[config.mk]
export PLATFORM = sky130hd
export DESIGN_NAME = fetch_stage
export DESIGN_NICKNAME = d
export VERILOG_FILES = /design/src/rtl/fetch_stage.sv
export SDC_FILE = /design/constraint.sdc
export NUM_CORES = 1
export LEC_CHECK = 0
export ABC_AREA = 1
export BUFFER_PORTS_ARGS = -buffer_cell sky130_fd_sc_hd__buf_4
export CORE_MARGIN = 1
export CORE_UTILIZATION = 40
export DETAILED_ROUTE_END_ITERATION = 7
export PLACE_DENSITY = 0.7
export SLEW_MARGIN = 0
export SYNTH_ARGS = -nofsm -noshare
export SYNTH_HDL_FRONTEND = slang
export SYNTH_SLANG_ARGS = --single-unit
[constraint.sdc]
create_clock -name clk -period 8.3 [get_ports clk]
set_input_delay 1.66 -clock clk [delete_from_list [all_inputs] [get_ports clk]]
set_output_delay 1.66 -clock clk [all_outputs]
set_load 0.02 [all_outputs]
[src/rtl/fetch_stage.sv]
// fetch_stage: owns the PC, issues in-order word reads to instruction memory, buffers responses
// and presents stage::InsnBundle to the read stage. Define FETCH_TRACE_EN for fetch/redirect trace messages.
package stage;
  localparam int BUNDLE_ADDR_WIDTH = 30;

  typedef struct packed {
    logic                         valid;
    logic [BUNDLE_ADDR_WIDTH-1:0] addr;
    logic [31:0]                  insn;
  } InsnBundle;
endpackage

module fetch_stage #(
  parameter int                    ADDR_WIDTH = 32,
  parameter logic [ADDR_WIDTH-1:0] RESET_ADDR = 32'h0000_0000,
  parameter int                    FIFO_DEPTH = 2
) (
  input  logic                  clk,
  input  logic                  rst,
  input  logic                  redirect_valid,
  input  logic [ADDR_WIDTH-3:0] redirect_addr,
  input  logic                  stall,
  output logic                  mem_req_valid,
  output logic [ADDR_WIDTH-3:0] mem_req_addr,
  input  logic                  mem_req_ready,
  input  logic                  mem_rsp_valid,
  input  logic [31:0]           mem_rsp_data,
  output stage::InsnBundle      stage_out_insn
);

  localparam int WA    = ADDR_WIDTH - 2;
  localparam int PTR_W = $clog2(FIFO_DEPTH);
  localparam int CNT_W = $clog2(FIFO_DEPTH + 1);
  localparam int BAW   = stage::BUNDLE_ADDR_WIDTH;
  localparam logic [CNT_W:0] DEPTH_C = FIFO_DEPTH;

  typedef enum logic {FETCH, DRAIN} state_t;

  state_t            state, state_next;
  logic [WA-1:0]     pc;
  logic [CNT_W-1:0]  outstanding, stale, fifo_count;
  logic [CNT_W-1:0]  inflight_next, stale_next;
  logic [CNT_W:0]    in_use;
  logic [PTR_W-1:0]  fifo_rd, fifo_wr, aq_rd, aq_wr;
  logic [WA-1:0]     fifo_addr [FIFO_DEPTH];
  logic [31:0]       fifo_data [FIFO_DEPTH];
  logic [WA-1:0]     aq_addr   [FIFO_DEPTH];
  logic              accept, rsp, push, pop;

  // Outstanding requests plus buffered words never exceed FIFO_DEPTH, so a push never finds the FIFO full.
  always_comb begin
    in_use        = {1'b0, outstanding} + {1'b0, fifo_count};
    mem_req_valid = !rst && (state == FETCH) && (in_use < DEPTH_C);
    mem_req_addr  = pc;
    accept        = mem_req_valid && mem_req_ready;
    rsp           = mem_rsp_valid && (outstanding != '0);
    push          = rsp && !redirect_valid && (stale == '0);
    pop           = !redirect_valid && !stall && (fifo_count != '0);
    inflight_next = outstanding + CNT_W'(accept) - CNT_W'(rsp);
  end

  // NOTE: every always_comb output gets a default first so no path leaves it unassigned (no latch).
  always_comb begin
    state_next = state;
    stale_next = stale;
    if (redirect_valid) begin
      stale_next = inflight_next;
      state_next = (inflight_next != '0) ? DRAIN : FETCH;
    end else begin
      if (rsp && (stale != '0)) stale_next = stale - CNT_W'(1);
      if ((state == DRAIN) && (stale_next == '0)) state_next = FETCH;
    end
  end

  // NOTE: state registers use non-blocking assignment so every flop samples pre-edge values.
  always_ff @(posedge clk) begin
    if (rst) begin
      state          <= FETCH;
      pc             <= RESET_ADDR[ADDR_WIDTH-1:2];
      outstanding    <= '0;
      stale          <= '0;
      fifo_rd        <= '0;
      fifo_wr        <= '0;
      fifo_count     <= '0;
      aq_rd          <= '0;
      aq_wr          <= '0;
      stage_out_insn <= '0;
    end else begin
      assert (!(mem_rsp_valid && (outstanding == '0)))
        else $error("fetch_stage: response with no request outstanding");

      state       <= state_next;
      stale       <= stale_next;
      outstanding <= inflight_next;

      if (redirect_valid) pc <= redirect_addr;
      else if (accept)    pc <= pc + WA'(1);

      // A request accepted in the redirect cycle is stale, so it never enters the address queue.
      if (redirect_valid) begin
        aq_rd <= '0;
        aq_wr <= '0;
      end else begin
        if (accept) aq_wr <= aq_wr + PTR_W'(1);
        if (push)   aq_rd <= aq_rd + PTR_W'(1);
      end

      if (redirect_valid) begin
        fifo_rd    <= '0;
        fifo_wr    <= '0;
        fifo_count <= '0;
      end else begin
        if (push) fifo_wr <= fifo_wr + PTR_W'(1);
        if (pop)  fifo_rd <= fifo_rd + PTR_W'(1);
        fifo_count <= fifo_count + CNT_W'(push) - CNT_W'(pop);
      end

      if (redirect_valid) begin
        stage_out_insn.valid <= 1'b0;
      end else if (!stall) begin
        if (pop) stage_out_insn <= '{valid: 1'b1, addr: BAW'(fifo_addr[fifo_rd]), insn: fifo_data[fifo_rd]};
        else     stage_out_insn.valid <= 1'b0;
      end
    end
  end

  // NOTE: buffer storage has no reset; pointers and counts alone decide which entries are live.
  always_ff @(posedge clk) begin
    if (accept && !redirect_valid) aq_addr[aq_wr] <= pc;
    if (push) begin
      fifo_addr[fifo_wr] <= aq_addr[aq_rd];
      fifo_data[fifo_wr] <= mem_rsp_data;
    end
  end

`ifdef FETCH_TRACE_EN
  `ifndef MSG
    `define MSG(level, args) $display args
  `endif
  always_ff @(posedge clk) begin
    if (!rst && redirect_valid)
      `MSG(5, ("FETCH: redirect %h", {redirect_addr, 2'b00}));
    if (!rst && pop)
      `MSG(5, ("FETCH: addr=%h op=%h", {fifo_addr[fifo_rd], 2'b00}, fifo_data[fifo_rd]));
  end
`endif

endmodule
# [Yosys cells after proc, flatten, opt, wreduce, memory -nomap -nowiden]
# Memory sizes are Yosys's and may differ from the RTL's. A register that Yosys moved wholly into a read port is not among the register bits.
# Index checks and enable logic that the tools add are counted.
# W data, S select, Z words.
[classes] n_addsub=11 n_lt_le_gt_ge=1 mux=15 n_bitwise=3 n_reduce_logical=24
[ops] cell="$mux W30" count=2
[ops] cell="$add A30 B1 Y30 const B" count=1
[ops] cell="$reduce_bool A2 Y1" count=6
[ops] cell="$logic_and A1 B1 Y1" count=11
[ops] cell="$mux W1" count=10
[ops] cell="$mux W2" count=3
[ops] cell="$add A1 B1 Y1 const B" count=4
[ops] cell="$add A2 B1 Y2" count=2
[ops] cell="$logic_not A2 Y1" count=2
[ops] cell="$sub A2 B1 Y2" count=2
[ops] cell="$add A2 B2 Y3" count=1
[ops] cell="$logic_not A1 Y1" count=3
[ops] cell="$lt A3 B2 Y1 const B" count=1
[ops] cell="$not A1 Y1" count=3
[ops] cell="$reduce_and A3 Y1" count=1
[ops] cell="$reduce_or A2 Y1" count=1
[ops] cell="$sub A2 B1 Y2 const B" count=1
[word_totals] register_bits=42 ramBits=184 inputBits=68 elab_cells=67 n_memories=3
[mem_list] memory="fifo_data" words=2 width=32 read_ports=1 rd_ports_with_merged_regs=1 write_ports=1 line="46" rtl="logic [31:0] fifo_data [FIFO_DEPTH];"
[mem_list] memory="aq_addr" words=2 width=30 read_ports=1 rd_ports_with_merged_regs=1 write_ports=1 line="47" rtl="logic [WA-1:0] aq_addr [FIFO_DEPTH];"
[mem_list] memory="fifo_addr" words=2 width=30 read_ports=1 rd_ports_with_merged_regs=1 write_ports=1 line="45" rtl="logic [WA-1:0] fifo_addr [FIFO_DEPTH];"

# [Depth between registers and ports, before layout]
[depth] depth_word=9 depth_mapped=12 depth_no_buf=12

# [Worst setup path after synthesis]
# OpenSTA, ideal clock, no wires.
[synth_timing] path_type="input -> register" from="input redirect_valid" to="memory fifo_addr[0][0] in the netlist's numbering (enable)" setup_ns=0.484 arrival_time_ns=4.724 t_required_ns=7.816 slack_ns=3.092 stages=4 path_buffers=1 cell_sequence="buf_2 > inv_2 > nand2_1 > nor2_1"
[synth_via] elab_chain_cells=5
[synth_rtl] item="start: declaration" line="20" rtl="input logic redirect_valid,"
[synth_rtl] item="$logic_not A1 Y1" line="57" rtl="push = rsp && !redirect_valid && (stale == '0);"
[synth_rtl] item="$logic_and A1 B1 Y1 (2 in series)" line="57"
[synth_rtl] item="$mux W1" line="130" rtl="if (push) begin"
[synth_rtl] item="$mux W1 (implied by the code)" line="131" rtl="fifo_addr[fifo_wr] <= aq_addr[aq_rd];"
[synth_rtl] item="end: declaration" line="45"
# Every way passes these cells.

# [Worst setup path in the final report]
[layout_timing] from="input rst" to="memory aq_addr[1][26] in the netlist's numbering (enable)"
[layout_via] elab_chain_cells=7
[layout_rtl] item="start: declaration" line="19" rtl="input logic rst,"
[layout_rtl] item="$logic_not A1 Y1" line="53" rtl="mem_req_valid = !rst && (state == FETCH) && (in_use < DEPTH_C);"
[layout_rtl] item="$logic_and A1 B1 Y1 (2 in series)" line="53"
[layout_rtl] item="$logic_and A1 B1 Y1" line="55" rtl="accept = mem_req_valid && mem_req_ready;"
[layout_rtl] item="$logic_and A1 B1 Y1" line="129" rtl="if (accept && !redirect_valid) aq_addr[aq_wr] <= pc;"
[layout_rtl] item="$mux W1" line="129"
[layout_rtl] item="$mux W1 (implied by the code)" line="129"
[layout_rtl] item="end: declaration" line="47"
# Every way passes these cells.

==> flow_summary.json <==
{
  "status": "completed",
  "wl_mm": 24.9,
  "antenna_found_initial": 0,
  "start_util_pct": 40.7,
  "p_sw_share_pct": 24.3,
  "end_kind": "register",
  "grt_start_max_net_pins": 126,
  "crit_start": "rst",
  "cts_root_buf": "clkbuf_16",
  "hold_depth": 2,
  "diodes": 0,
  "rsz0062_at_grt": "no",
  "dr_total_vias": 7825,
  "crit_type": "in -> reg",
  "netlist_area_mm2": 0.0113,
  "htree_levels": 1,
  "met3_length_mm": 1.46,
  "wl_per_cell_um": 15.7,
  "cts_resized": 0,
  "vias_per_cell": 4.93,
  "crit_required_ns": 8.50,
  "relSlewSlack_pct": 16.0,
  "avgSynthCellArea_um2": 11.0,
  "tns_ns": 0,
  "drt_iter0_markers": 661,
  "crit_arrival_ns": 4.43,
  "remaining_drc_errors": 0,
  "dp_hpwl_mm": 15.7,
  "nFillCells": 2474,
  "finalNetCount": 1262,
  "comb_power_share_pct": 10.1,
  "clk_path_buf_depth": 3,
  "preCtsSetupSlack_ns": 3.48,
  "cts_tree": "built",
  "slew_viol_final": 0,
  "switchingPower_mw": 0.804,
  "worst-path-max-fanout": 66,
  "synth_nets": 1111,
  "cts.reportedPaths.clkPinSlew_ns": 0.06,
  "intPower_mw": 2.50,
  "wl_met2_mm": 11.8,
  "synth-seq-cells": 289,
  "cts_hold_buf": 0,
  "setup_viol": 0,
  "post-route-period-util_pct": 50.9,
  "grt_pass1_vias": 7492,
  "firstDrtPassIters": 7,
  "register_area_mm2": 0.00763,
  "r2r_cells": 9,
  "leakagePower_nw": 5.26,
  "power_density_mw_per_mm2": 239,
  "worstSkewPairLatency_ns": 0.56,
  "seq_power_share_pct": 50.9,
  "core_area_mm2": 0.0279,
  "timing.fmax_ghz": 0.237,
  "ios": 162,
  "clock_skew_ns": 0.0180,
  "ys.warnings.count": 0,
  "cts_sinks": 289,
  "tightest_slew_ns": 1.26,
  "grt-ovfl-total": 0,
  "area_growth_pct": 21.9,
  "peakVddDrop_uv": 154,
  "routed.top_layer": "met4",
  "p_clk_share_pct": 39.0,
  "r2r-start": "outstanding[0]",
  "place_congestion": 0.921,
  "multi_input_area_mm2": 0.00326,
  "hold_path_startpoint": "stage_out_insn[62]",
  "fp.dieArea_mm2": 0.0290,
  "ys_seq_area_share_pct": 67.2,
  "grt_first_pass_wirelength_mm": 39.4,
  "wl_met1_mm": 11.0,
  "drv_cap": 0,
  "ant_nets": 0,
  "critPathLaunchType": "input pin",
  "drive_above_1_share_pct": 23.2,
  "numCtsBuffers": 30,
  "hold_viol_final": 0,
  "die_y_um": 170,
  "setup_ws_ns": 4.08,
  "postCtsSetupBuffers": 0,
  "syn_inst": 1036,
  "synth_cell_type_count": 37,
  "rows": 61,
  "hold_class": "reg -> reg",
  "grt_use_total_pct": 17.3,
  "port_buffers": 161,
  "die_w_um": 170,
  "fin_crit_ns": 4.22
}
[final timing paths]
kind | end | slack [ns]
max | aq_addr[1][26] | 4.08
min | stage_out_insn[62] | 0.48
max reg2reg | aq_addr[1][26] | 4.93
min reg2reg | stage_out_insn[62] | 0.48
[power groups by stage]
stage / registers [mW] / logic (mW) / clock network [mW]
2_1_floorplan: 1.72 / 0.199 / 0
3_3_place_gp: 1.71 / 0.327 / 0
3_5_place_dp: 1.71 / 0.338 / 0
4_1_cts: 1.68 / 0.340 / 1.32
5_1_grt: 1.69 / 0.372 / 1.38
6_report: 1.68 / 0.335 / 1.29
[state kept, by name, indices dropped and copies added, names as in the netlist, 2 cells and up, named ones only]
name            count
fifo_data          64
stage_out_insn     63
aq_addr            60
fifo_addr          60
mem_req_addr       30
fifo_count          2
outstanding         2
stale               2
[stage by stage]
step           hold WS (ns)  utilization (%)  cells  cell area, µm²  power (mW)
4_1_cts               0.480             49.6   1588           13800        3.34
6_report              0.476             49.6   1588           13800        3.31
3_3_place_gp          0.460             46.2   1533           12900        2.03
5_1_grt               0.506             49.6   1588           13800        3.44
2_1_floorplan         0.459                -   1036           11300        1.92
3_5_place_dp          0.471             46.2   1533           12900        2.05
[Yosys cell counts (all sizes together)]
library cell  number  share of area (%)
a21oi             33                1.6
a31o               1              0.077
a31oi             69                3.8
buf               24                1.2
clkbuf            25               0.83
clkinv             2              0.066
dfxtp            105                 19
edfxtp           184                 49
fa                 1               0.18
ha                 6               0.66
inv               62                2.1
mux2              30                3.0
nand2            298                 10
nand3             23                1.0
nand3b             1              0.066
nand4              1               0.19
nor2              68                2.8
nor3               1              0.044
nor4               1              0.055
o211ai             1              0.066
o21ai             82                3.6
or2                2               0.11
xnor2              3               0.23
xor2              13                1.0
[per-layer routing]
metal / vias to the layer above / global-route usage, %
met1: 3681 / 23.3
met4: 0 / 5.41
met5: - / 0
met3: 50 / 2.65
met2: 234 / 28.7
li1: 3860 / -
[critical path: stages]
cell     delay, ns
buf_4         0.25
inv_4         0.53
nand4_4       0.26
nor2_2        1.00
inv_1         0.20
nor2_2        0.14
buf_4         0.37
[cell usage in the layout, fill, tap and decap left out, types with 13 or more instances in the layout]
| master | Yosys | layout |
|---|---|---|
| nand3_1 | 23 | 23 |
| edfxtp_1 | 184 | 184 |
| clkbuf_16 | 0 | 30 |
| nor2_2 | 11 | 13 |
| mux2_2 | 30 | 30 |
| inv_1 | 55 | 55 |
| xor2_1 | 13 | 13 |
| dfxtp_1 | 105 | 104 |
| a21oi_1 | 30 | 30 |
| o21ai_0 | 80 | 80 |
| a31oi_1 | 69 | 69 |
| nor2_1 | 53 | 49 |
| buf_4 | 1 | 168 |
| nand2_1 | 292 | 292 |
[cell families (layout without fill, tap and decap cells)]
logic type,count (synthesis),after routing,synth area share (%)
simple gates,395,395,14.4
flops,289,289,67.2
compound gates,186,186,9.12
buf+inv,113,287,4.20
mux,30,30,2.98
xor+xnor,16,16,1.24
fa+ha+maj,7,7,0.838
[layout make-up]
class	count	share of cell area [%]
multi-input cells	634	23.6
repair buffers	168	9.12
clock inverters	10	0.751
inverters	64	1.76
flip-flops and latches	289	55.2
well taps	378	3.42
clock buffers	45	6.20
(Power assumes the default switching activity.)
